===== config.mk =====
export PLATFORM = sky130hd
export DESIGN_NAME = spi_usr2_slave
export DESIGN_NICKNAME = d
export VERILOG_FILES = /design/src/rtl/spi_usr2_pkg.sv /design/src/rtl/spi_sync.sv /design/src/rtl/spi_sync_edge.sv /design/src/rtl/spi_usr2_slave.sv
export SDC_FILE = /design/constraint.sdc
export NUM_CORES = 1
export LEC_CHECK = 0
export CORE_ASPECT_RATIO = 1.2
export CORE_MARGIN = 2
export CORE_UTILIZATION = 40
export CTS_BUF_LIST = sky130_fd_sc_hd__clkbuf_2 sky130_fd_sc_hd__clkbuf_4 sky130_fd_sc_hd__clkbuf_8
export CTS_CLUSTER_DIAMETER = 80
export DETAILED_ROUTE_END_ITERATION = 16
export DONT_BUFFER_PORTS = 1
export PLACE_DENSITY = 0.59
export SLEW_MARGIN = 30
export SYNTH_ARGS = -nofsm -noshare
export SYNTH_HDL_FRONTEND = slang
export SYNTH_HIERARCHICAL = 1
export SYNTH_SLANG_ARGS = --single-unit

===== constraint.sdc =====
create_clock -name p_in_clk -period 2.81 [get_ports p_in_clk]
set_input_delay 0.4215 -clock p_in_clk [delete_from_list [all_inputs] [get_ports p_in_clk]]
set_output_delay 0.4215 -clock p_in_clk [all_outputs]
set_load 0.02 [all_outputs]

===== src/rtl/spi_usr2_pkg.sv =====
// Shared types and constants for the user-chip-select-2 SPI register responder.
package spi_usr2_pkg;

  localparam int C_ADR_W      = 7;
  localparam int C_DATA_W     = 8;
  localparam int C_CMD_RD_BIT = 7;

  typedef enum logic [1:0] {
    IDLE,
    CMD,
    WR_DATA,
    RD_DATA
  } state_t;

endpackage


===== src/rtl/spi_sync.sv =====
// Plain N-stage synchronizer bringing an asynchronous host SPI line into the system clock domain.
module spi_sync #(
  parameter int G_STAGES = 2
) (
  input  logic i_clk,
  input  logic i_async,
  output logic o_sync
);

  logic [G_STAGES-1:0] r_chain;

  // Left unreset on purpose: forcing a value here could fake an edge on a line that is already active.
  always_ff @(posedge i_clk) begin
    r_chain <= {r_chain[G_STAGES-2:0], i_async};
  end

  assign o_sync = r_chain[G_STAGES-1];

endmodule


===== src/rtl/spi_sync_edge.sv =====
// Synchronizer with registered one-clock rise/fall pulses, used for SPI SCK and CS.
module spi_sync_edge #(
  parameter int G_STAGES = 2
) (
  input  logic i_clk,
  input  logic i_rst,
  input  logic i_async,
  output logic o_rise,
  output logic o_fall
);

  logic w_sync;
  logic r_prev;
  logic r_rise;
  logic r_fall;

  spi_sync #(
    .G_STAGES(G_STAGES)
  ) u_sync (
    .i_clk  (i_clk),
    .i_async(i_async),
    .o_sync (w_sync)
  );

  // During reset the history follows the live level, so leaving reset mid-frame reports no edge.
  always_ff @(posedge i_clk) begin
    if (i_rst) begin
      r_prev <= w_sync;
      r_rise <= 1'b0;
      r_fall <= 1'b0;
    end else begin
      r_prev <= w_sync;
      r_rise <= w_sync & ~r_prev;
      r_fall <= ~w_sync & r_prev;
    end
  end

  assign o_rise = r_rise;
  assign o_fall = r_fall;

endmodule


===== src/rtl/spi_usr2_slave.sv =====
// Oversampling SPI mode-0 responder: command byte (R/W flag + 7-bit address) then
// auto-incrementing byte transfers to/from an 8-bit register bus.
module spi_usr2_slave
  import spi_usr2_pkg::*;
#(
  parameter int G_SYNC_STAGES = 2
) (
  input  logic                p_in_clk,
  input  logic                p_in_rst,
  input  logic                p_in_spi_sck,
  input  logic                p_in_spi_cs_n,
  input  logic                p_in_spi_mosi,
  output logic                p_out_spi_miso,
  output logic [C_ADR_W-1:0]  p_out_reg_adr,
  output logic [C_DATA_W-1:0] p_out_reg_wdata,
  output logic                p_out_reg_wr,
  output logic                p_out_reg_rd,
  input  logic [C_DATA_W-1:0] p_in_reg_rdata,
  output logic                p_out_busy
);

  logic w_sckRise, w_sckFall, w_csRise, w_csFall, w_mosi;
  logic w_byteDone;
  state_t r_state, w_stateNext;
  logic [2:0]          r_bitCnt;
  logic [C_DATA_W-2:0] r_rxSr;
  logic [C_DATA_W-1:0] w_rxByte;
  logic [C_DATA_W-1:0] r_txSr;
  logic [C_DATA_W-1:0] r_wdata;
  logic [C_ADR_W-1:0]  r_adr;
  logic r_wr, r_rd, r_rdDly;

  spi_sync_edge #(.G_STAGES(G_SYNC_STAGES)) u_sckEdge (
    .i_clk  (p_in_clk),
    .i_rst  (p_in_rst),
    .i_async(p_in_spi_sck),
    .o_rise (w_sckRise),
    .o_fall (w_sckFall)
  );

  spi_sync_edge #(.G_STAGES(G_SYNC_STAGES)) u_csEdge (
    .i_clk  (p_in_clk),
    .i_rst  (p_in_rst),
    .i_async(p_in_spi_cs_n),
    .o_rise (w_csRise),
    .o_fall (w_csFall)
  );

  spi_sync #(.G_STAGES(G_SYNC_STAGES)) u_mosiSync (
    .i_clk  (p_in_clk),
    .i_async(p_in_spi_mosi),
    .o_sync (w_mosi)
  );

  assign w_rxByte = {r_rxSr, w_mosi};

  always_ff @(posedge p_in_clk) begin
    if (p_in_rst) begin
      r_state <= IDLE;
    end else begin
      r_state <= w_stateNext;
    end
  end

  always_comb begin
    w_stateNext = r_state;
    w_byteDone  = (r_state != IDLE) && w_sckRise && !w_csRise && (r_bitCnt == 3'd7);
    case (r_state)
      IDLE:    if (w_csFall) w_stateNext = CMD;
      CMD:     if (w_byteDone) w_stateNext = w_rxByte[C_CMD_RD_BIT] ? RD_DATA : WR_DATA;
      default: ;
    endcase
    if (w_csRise) w_stateNext = IDLE;
  end

  always_ff @(posedge p_in_clk) begin
    if (p_in_rst) begin
      r_bitCnt <= '0;
      r_rxSr   <= '0;
      r_txSr   <= '1;
      r_adr    <= '0;
      r_wdata  <= '0;
      r_wr     <= 1'b0;
      r_rd     <= 1'b0;
      r_rdDly  <= 1'b0;
    end else begin
      r_wr    <= 1'b0;
      r_rd    <= 1'b0;
      r_rdDly <= r_rd;
      // The write strobe carries the old address; the increment lands the clock after it.
      if (r_wr) r_adr <= r_adr + C_ADR_W'(1);
      if (r_state == IDLE) begin
        if (w_csFall) r_bitCnt <= '0;
      end else if (w_sckRise && !w_csRise) begin
        r_bitCnt <= r_bitCnt + 3'd1;
        r_rxSr   <= w_rxByte[C_DATA_W-2:0];
      end
      if (w_byteDone) begin
        case (r_state)
          CMD: begin
            r_adr <= w_rxByte[C_ADR_W-1:0];
            r_rd  <= w_rxByte[C_CMD_RD_BIT];
          end
          WR_DATA: begin
            r_wr    <= 1'b1;
            r_wdata <= w_rxByte;
          end
          RD_DATA: begin
            r_adr <= r_adr + C_ADR_W'(1);
            r_rd  <= 1'b1;
          end
          default: ;
        endcase
      end
      // A fall with bit_cnt==0 follows a byte boundary, where the fresh byte is already loaded.
      if (r_rdDly) begin
        r_txSr <= p_in_reg_rdata;
      end else if (w_sckFall && (r_state == RD_DATA) && (r_bitCnt != 3'd0)) begin
        r_txSr <= {r_txSr[C_DATA_W-2:0], 1'b1};
      end
    end
  end

  assign p_out_spi_miso  = (r_state == RD_DATA) ? r_txSr[C_DATA_W-1] : 1'b1;
  assign p_out_busy      = (r_state != IDLE);
  assign p_out_reg_adr   = r_adr;
  assign p_out_reg_wdata = r_wdata;
  assign p_out_reg_wr    = r_wr;
  assign p_out_reg_rd    = r_rd;

endmodule


; ---- Yosys cells after proc, flatten, opt, wreduce, memory -nomap -nowiden
; Index checks and enable logic that the tools add are counted.
[classes]
n_addsub = 2
n_eq_ne = 6
mux = 15
n_bitwise = 10
n_reduce_logical = 19
[op_table]
columns = cell, n
row1 = 8-bit 2-to-1 mux, 2
row2 = 7-bit 2-to-1 mux, 2
row3 = 7-bit case mux with 2 select lines, 1
row4 = 3-bit 2-to-1 mux, 3
row5 = 2-bit nonzero test, 4
row6 = "7-bit by 1-bit adder with 7-bit output, second input constant", 1
row7 = 1-bit logical AND, 6
row8 = 1-bit NOT, 6
row9 = 2-bit AND reduction, 3
row10 = 1-bit AND, 4
row11 = "2-bit equality test, second input constant", 2
row12 = 2-bit 2-to-1 mux, 2
row13 = 2-bit case mux with 2 select lines, 1
row14 = 2-bit OR reduction, 2
row15 = "3-bit by 1-bit adder with 3-bit output, second input constant", 1
row16 = "3-bit equality test, second input constant", 1
row17 = 1-bit 2-to-1 mux, 3
row18 = 3-bit AND reduction, 1
row19 = 3-bit nonzero test, 1
row20 = "2-bit by 1-bit equality test with 1-bit output, second input constant", 1
row21 = 2-bit zero test, 1
row22 = "2-bit by 1-bit != test with 1-bit output, second input constant", 1
row23 = "2-bit != test, second input constant", 1
row24 = 1-bit case mux with 2 select lines, 1
row25 = 1-bit zero test, 1
[word_totals]
reg_bits = 50
inputBits = 13

; ---- Logic depth before layout (Yosys ltp)
; Gate-level depths: netlist (run 1).
[logic_depth]
ltp_word = 6
depth_mapped = 7

; ---- Cells and area by module
; Netlist (run 1), hierarchy kept.
[by_module_without_submodules]
columns = mod, instances, cells_per_inst, area_each_um2, seq_area_each_um2
row1 = spi_usr2_slave, 1, 183, 1650.3, 760.7
row2 = spi_sync_edge, 2, 5, 75.1, 60.1
row3 = spi_sync, 3, 2, 40.0, 40.0

; ---- Worst setup path after synthesis (run 1)
; No wires, ideal clock.
[synth_timing]
path_kind = register to register
start = register r_bitCnt[0]
end = register r_adr[5] (netlist: p_out_reg_adr[5])
t_arrival_ns = 1.504
t_required_ns = 2.724
setup_slack_ns = 1.221
stages_incl_launch_ff = 8
n_path_buf = 1
cell_sequence = dfxtp_1 > ha_1 > ha_1 > and4b_1 > buf_4 > o2111ai_1 > xor2_1 > a211oi_1
[synth_via]
elab_chain_len = 3
[synth_lines]
columns = item, line_no
row1 = start: declaration, spi_usr2_slave.sv:25  ; logic [2:0] r_bitCnt;
row2 = start signal: assignment, spi_usr2_slave.sv:95  ; r_bitCnt <= r_bitCnt + 3'd1;
row3 = 3-bit equality test, spi_usr2_slave.sv:67  ; w_byteDone = (r_state != IDLE) && w_sckRise && !w_csRise && (r_bitCnt == 3'd7);
row4 = 1-bit logical AND, spi_usr2_slave.sv:67
row5 = 7-bit 2-to-1 mux, spi_usr2_slave.sv:98  ; if (w_byteDone) begin
row6 = end signal: assignment, spi_usr2_slave.sv:91  ; if (r_wr) r_adr <= r_adr + C_ADR_W'(1);
row7 = end signal: assignment, spi_usr2_slave.sv:101  ; r_adr <= w_rxByte[C_ADR_W-1:0];
row8 = end signal: assignment, spi_usr2_slave.sv:109  ; r_adr <= r_adr + C_ADR_W'(1);
row9 = end: declaration, spi_usr2_slave.sv:30  ; logic [C_ADR_W-1:0] r_adr;
; Every way passes these cells.
; A chain may end at the register's enable or synchronous reset.

; ---- Worst setup path after layout (run 1)
[layout_timing]
start = register r_bitCnt[0]
end = register r_adr[6] (netlist: p_out_reg_adr[6])
; Same word-level chain as after synthesis.

==> results by group, run 1 <==
Logic synthesis
  – Synth Instances: 199
  – Dominant cell type by area after synthesis: dfxtp_1
  – Yosys warns: 6
  – Synth top area cells: dfxtp_1 (52%), mux2i_1 (8.3%), a21oi_1 (5.0%)
  – Seq cells post-synth: 50
  – Post-synth cell types: 35
  – Top-count cell post-synth: dfxtp_1
  – Synth Area per Inst: 9.65 um2
  – Top cells by count, synth: dfxtp_1 (50), a21oi_1 (19), nand2_1 (19), nor2_1 (19), mux2i_1 (16)
  – Syn_nets: 216
  – Area share of the largest cell type after synthesis: 0.521
  – Async SR Flop Fraction: 0
  – Seq/Total Area, Yosys: 0.521
  – Top FF cell, synth: dfxtp_1
  – Mapped cell area: 1920 um2
  – Post-synth EDFFs: 0

Clock tree
  – Root Buffer: clkbuf_8
  – CTS buffer count: 5
  – Clk_lat worst skew: 290 ps
  – Post_cts resized: 0
  – Sink Count: 50
  – Post-CTS Setup Inserts: 0
  – CTS Buffer Depth: 2
  – H-tree depth reported by CTS: 2
  – Hold buffer count at CTS: 0
  – CTS tree: yes
  – CTS clock-pin slew for the worst setup and hold paths: 80 ps

Setup path
  – CP Launch Type: flop
  – Most used cell, CP: ha_1
  – Crit path cell chain: ha_1, ha_1, and4b_1, o2111ai_1, xor2_1, a211oi_1
  – Worst Path Arrival: 2090 ps
  – Highest net fanout along the worst path: 8
  – CP peak stage delay: 420 ps
  – CP top delay family: compound AO/OA/AOI/OAI gates
  – Worst-path cell with the longest stage delay: and4b_1
  – Buf+Inv Stages, Crit Path: 0
  – Crit Path Class: flop to flop
  – Data required, critical path: 3020 ps
  – CP Capture Type: flop

Timing
  – Unrepaired setup endpoints after global routing: false
  – Slew Limit Fails: 0
  – Worst slew pin tran: 730 ps
  – Number of setup violations in the final report: 0
  – Hold WS: 144 ps
  – Fin. Hold Viols: 0
  – Relative slew slack: 0.512
  – Post-layout min period: 1880 ps
  – Setup TNS: 0 ps
  – Clk_skew: 6.32 ps
  – Ratio of final minimum period to clock period: 0.668
  – Achievable clock frequency: 0.533 GHz

Global route
  – Number of global-route vias before repair: 1,387
  – GR Util All Layers: 0.151
  – Pin count of the biggest net entering global routing: 46
  – First-pass GRT wire length: 6.10 mm
  – Total gr overflow: 0
  – Initial antenna violation count: 0

Pwr
  – P_leak: 0.779 nW
  – Combinational Power Share: 0.009
  – Power Density: 557 nW/um2
  – Internal power component: 0.912 mW
  – Psw: 0.219 mW
  – Seq pwr share: 0.639
  – VDD IR max: 0.386 mV
  – Design Power: 1.13 mW
  – Net Sw Frac: 0.194
  – Clk pwr share: 0.352

Floorplanning
  – I/O pin cnt: 32
  – Die X: 67.3 um
  – Num rows: 27
  – Die ar.: 5370 um2
  – Die height: 79.9 um
  – Core outline area: 4590 um2
  – Initial Util: 0.418

Drt
  – Antenna-violating nets left: 0
  – Drt wl/cell: 14.9 um
  – Router iterations before antenna repair: 4
  – Vias per cell: 5.35
  – Initial DRC Count: 48
  – Via count: 1,360
  – DRC Markers: 0
  – Drt total wl: 3.78 mm

Finish
  – Fillers: 463
  – Layout cells sized above 1: 0.0510
  – ANT cells: 0
  – Number of nets in the layout: 214
  – Final instance area: 2030 um2
  – Post-Layout Cell Count: 254
  – Area delta synth->final: 5.80%

Placed design
  – Routability cong.: 0.802
  – DP Area: 1950 um2
  – Placed cells: 248
  – Input/output buffers: 0
  – Hpwl dp: 2.73 mm

Hold path
  – Worst hold path type: input port to flop

Run status
  – Status: finished clean

Run
  – MaxCap Viol Count: 0
power by group through the flow:
stage	clock (mW)	sequential, mW	combinational (mW)
2_1_floorplan	0	0.737	0.0176
3_3_place_gp	0	0.740	0.0102
3_5_place_dp	0	0.740	0.0107
4_1_cts	0.417	0.723	0.0107
5_1_grt	0.447	0.725	0.0118
6_report	0.398	0.723	0.0104
state kept, by name (all words and copies together) (netlist names), 3 cells and up:
signal	cells
p_out_reg_wdata	8
p_out_reg_adr	7
r_txSr	8
r_bitCnt	3
r_rxSr	7
kinds of logic after synthesis:
group | after synthesis | synth area share
AO/OA/AOI/OAI | 35 | 0.113
XOR/XNOR | 3 | 0.0137
adder cells (fa/ha/maj) | 4 | 0.0261
buffers and inverters | 16 | 0.0365
flip-flops | 50 | 0.521
multiplexers | 16 | 0.0834
AND/OR/NAND/NOR | 75 | 0.206
stage by stage:
stage	utilization	worst slack [ps]
3_5_place_dp	0.424	934
4_1_cts	0.442	906
3_3_place_gp	0.424	1040
6_report	0.442	932
5_1_grt	0.442	828
2_1_floorplan	-	1220
per-layer routing:
| layer | wire length (um) | vias up | GRT usage |
|---|---|---|---|
| li1 | - | 684 | - |
| met1 | 1560 | 636 | 0.156 |
| met2 | 1900 | 36 | 0.266 |
| met3 | 271 | 4 | 0.0649 |
| met4 | 45 | 0 | 0.0551 |
| met5 | 0 | - | 0 |
path summary, 6_finish.rpt:
check / start / to / slack [ps] / cells after the start
setup / recovery: r_bitCnt[0]$_SDFFE_PP0P_ / p_out_reg_adr[6]$_SDFF_PP0_ / 930 / 6
hold / removal: p_in_spi_sck / u_sckEdge/u_sync/r_chain[0]$_DFF_P_ / 140 / 0
setup reg to reg: r_bitCnt[0]$_SDFFE_PP0P_ / p_out_reg_adr[6]$_SDFF_PP0_ / 930 / 6
hold reg to reg: u_sckEdge/u_sync/r_chain[0]$_DFF_P_ / u_sckEdge/u_sync/r_chain[1]$_DFF_P_ / 330 / 0
final cells by class:
cell class,count,area [um2],share of cell area
Clock buffer,6,82.6,0.0406
Multi-Input combinational cell,133,850,0.418
Inverter,7,26.3,0.0129
Tap cell,58,72.6,0.0357
Sequential cell,50,1000,0.493
layout by cell type, fill, tap and decap left out, drive strengths merged, types with 3 or more instances in the layout:
cell / n
nor3: 4
mux2i: 16
nor2: 19
ha: 4
nor2b: 4
nand2: 20
a21oi: 20
nor3b: 11
o21ai: 4
xor2: 3
clkbuf: 6
nand3: 6
a211oi: 4
dfxtp: 50
inv: 7
Note: power is estimated with default switching activity, not from simulation.
==> inputs of run 2 (changes only) <==
==> constraint.sdc (replaced) <==
create_clock -name p_in_clk -period 1.85 [get_ports p_in_clk]
set_input_delay 0.2775 -clock p_in_clk [delete_from_list [all_inputs] [get_ports p_in_clk]]
set_output_delay 0.2775 -clock p_in_clk [all_outputs]
set_load 0.02 [all_outputs]
==> results by group, run 2 (synthesized netlist as in run 1, its figures left out) <==
Timing
  – Fin. Hold Viols: 0
  – Relative slew slack: 0.714
  – Number of setup violations in the final report: 0
  – Worst slew pin tran: 428 ps
  – Unrepaired setup endpoints after global routing: false
  – Post-layout min period: 1730 ps
  – Clk_skew: 4.18 ps
  – Setup TNS: 0 ps
  – Slew Limit Fails: 0
  – Hold WS: 51.8 ps
  – Ratio of final minimum period to clock period: 0.937
  – Achievable clock frequency: 0.577 GHz
  – PnR worst setup slack: 117 ps

Clock tree
  – CTS Buffer Depth: 2
  – CTS tree: yes
  – CTS buffer count: 5
  – Post-CTS Setup Inserts: 0
  – Root Buffer: clkbuf_8
  – CTS clock-pin slew for the worst setup and hold paths: 80 ps
  – Clk_lat worst skew: 290 ps
  – H-tree depth reported by CTS: 2
  – Sink Count: 50

Pwr
  – Net Sw Frac: 0.196
  – Internal power component: 1.42 mW
  – Design Power: 1.76 mW
  – Psw: 0.345 mW
  – Clk pwr share: 0.365
  – Seq pwr share: 0.623
  – Combinational Power Share: 0.012
  – Power Density: 828 nW/um2
  – P_leak: 0.835 nW
  – VDD IR max: 0.539 mV

Floorplanning
  – Die height: 79.9 um
  – Die ar.: 5370 um2
  – I/O pin cnt: 32
  – Num rows: 27
  – Initial Util: 0.418
  – Core outline area: 4590 um2
  – Die X: 67.3 um

Drt
  – DRC Markers: 0
  – Drt wl/cell: 14.2 um
  – Antenna-violating nets left: 0
  – Drt total wl: 3.77 mm
  – Router iterations before antenna repair: 4
  – Via count: 1,467
  – Initial DRC Count: 64
  – Vias per cell: 5.52

Setup path
  – CP Launch Type: flop
  – Crit Path Class: flop to flop
  – CP Capture Type: flop
  – Worst Path Arrival: 1940 ps
  – Data required, critical path: 2050 ps
  – Highest net fanout along the worst path: 5

Finish
  – Most frequent cells in the layout: dfxtp_1 (50), nor2_1 (19), nand2_1 (19), a21oi_1 (19), mux2i_1 (16)
  – Number of nets in the layout: 224
  – Storage cell area: 1000 um2
  – Area taken by multi-input logic gates: 851 um2
  – Fillers: 466
  – Final instance area: 2130 um2
  – ANT cells: 0
  – Most common cell after layout, fill and taps aside: dfxtp_1
  – Area delta synth->final: 10.8%
  – Layout cells sized above 1: 0.0962

Global route
  – GR Util All Layers: 0.160
  – Total gr overflow: 0
  – First-pass GRT wire length: 6.48 mm
  – Number of global-route vias before repair: 1,443
  – Pin count of the biggest net entering global routing: 46
  – Initial antenna violation count: 0

Placed design
  – Input/output buffers: 0
  – DP Area: 2000 um2
  – Hpwl dp: 2.75 mm
  – Routability cong.: 0.828
  – DP Worst Slack: 103 ps

Run
  – MaxCap Viol Count: 0

Hold path
  – Worst hold path type: input port to flop

Run status
  – Status: finished clean
run 2: cell types whose count changed in the layout (fill, tap and decap cells not counted), sizes merged:
cell         delta
buf             +7
clkinv          +1
clkbuf          +1
dlygate4sd3     +3
run 2: what timing repair did:
item	4_1_cts	5_1_grt
resized for setup	0	1
hold endpoints to repair	3	0
setup endpoints to repair	0	2
hold buffers	3	0
run 2: final timing paths:
kind	from	to	slack [ps]	cells after the start
max	r_bitCnt[1]$_SDFFE_PP0P_	p_out_reg_adr[4]$_SDFF_PP0_	120	6
min	p_in_rst	u_csEdge/o_rise$_SDFF_PP0_	50	1
max reg2reg	r_bitCnt[1]$_SDFFE_PP0P_	p_out_reg_adr[4]$_SDFF_PP0_	120	6
min reg2reg	u_mosiSync/r_chain[0]$_DFF_P_	u_mosiSync/r_chain[1]$_DFF_P_	330	0
run 2: critical path: stages, from the launching register on:
cell,delay (ps)
dfxtp_1,370
ha_1,160
ha_1,190
nand4b_2,180
mux2i_1,210
or4_1,440
o311ai_1,100
run 2: area by class of cell:
type | count | area share
inverter | 7 | 0.0123
clock buffer | 7 | 0.0423
clock inverter | 1 | 0.00235
timing repair buffer | 10 | 0.0388
tap | 58 | 0.0341
sequential | 50 | 0.470
multi-input combinational | 133 | 0.400
run 2: power groups by stage:
stage,combinational (mW),clock (mW),sequential (mW)
floorplan,0.0268,0,1.12
global placement,0.0163,0,1.12
detailed placement,0.0168,0,1.12
CTS,0.0216,0.663,1.10
global route,0.0240,0.723,1.10
finish,0.0215,0.643,1.10
run 2: per-stage QoR:
step,util,std cells
global placement,0.436,255
finish,0.463,266
CTS,0.463,266
global route,0.463,266
floorplan,-,199
detailed placement,0.436,255
run 2: routing by layer:
layer / track usage / up-vias / part of all wire
met5: 0 / - / 0
met4: 0.0776 / 0 / 0.036
met3: 0.0621 / 14 / 0.091
met2: 0.269 / 51 / 0.48
met1: 0.172 / 686 / 0.39
li1: - / 716 / -
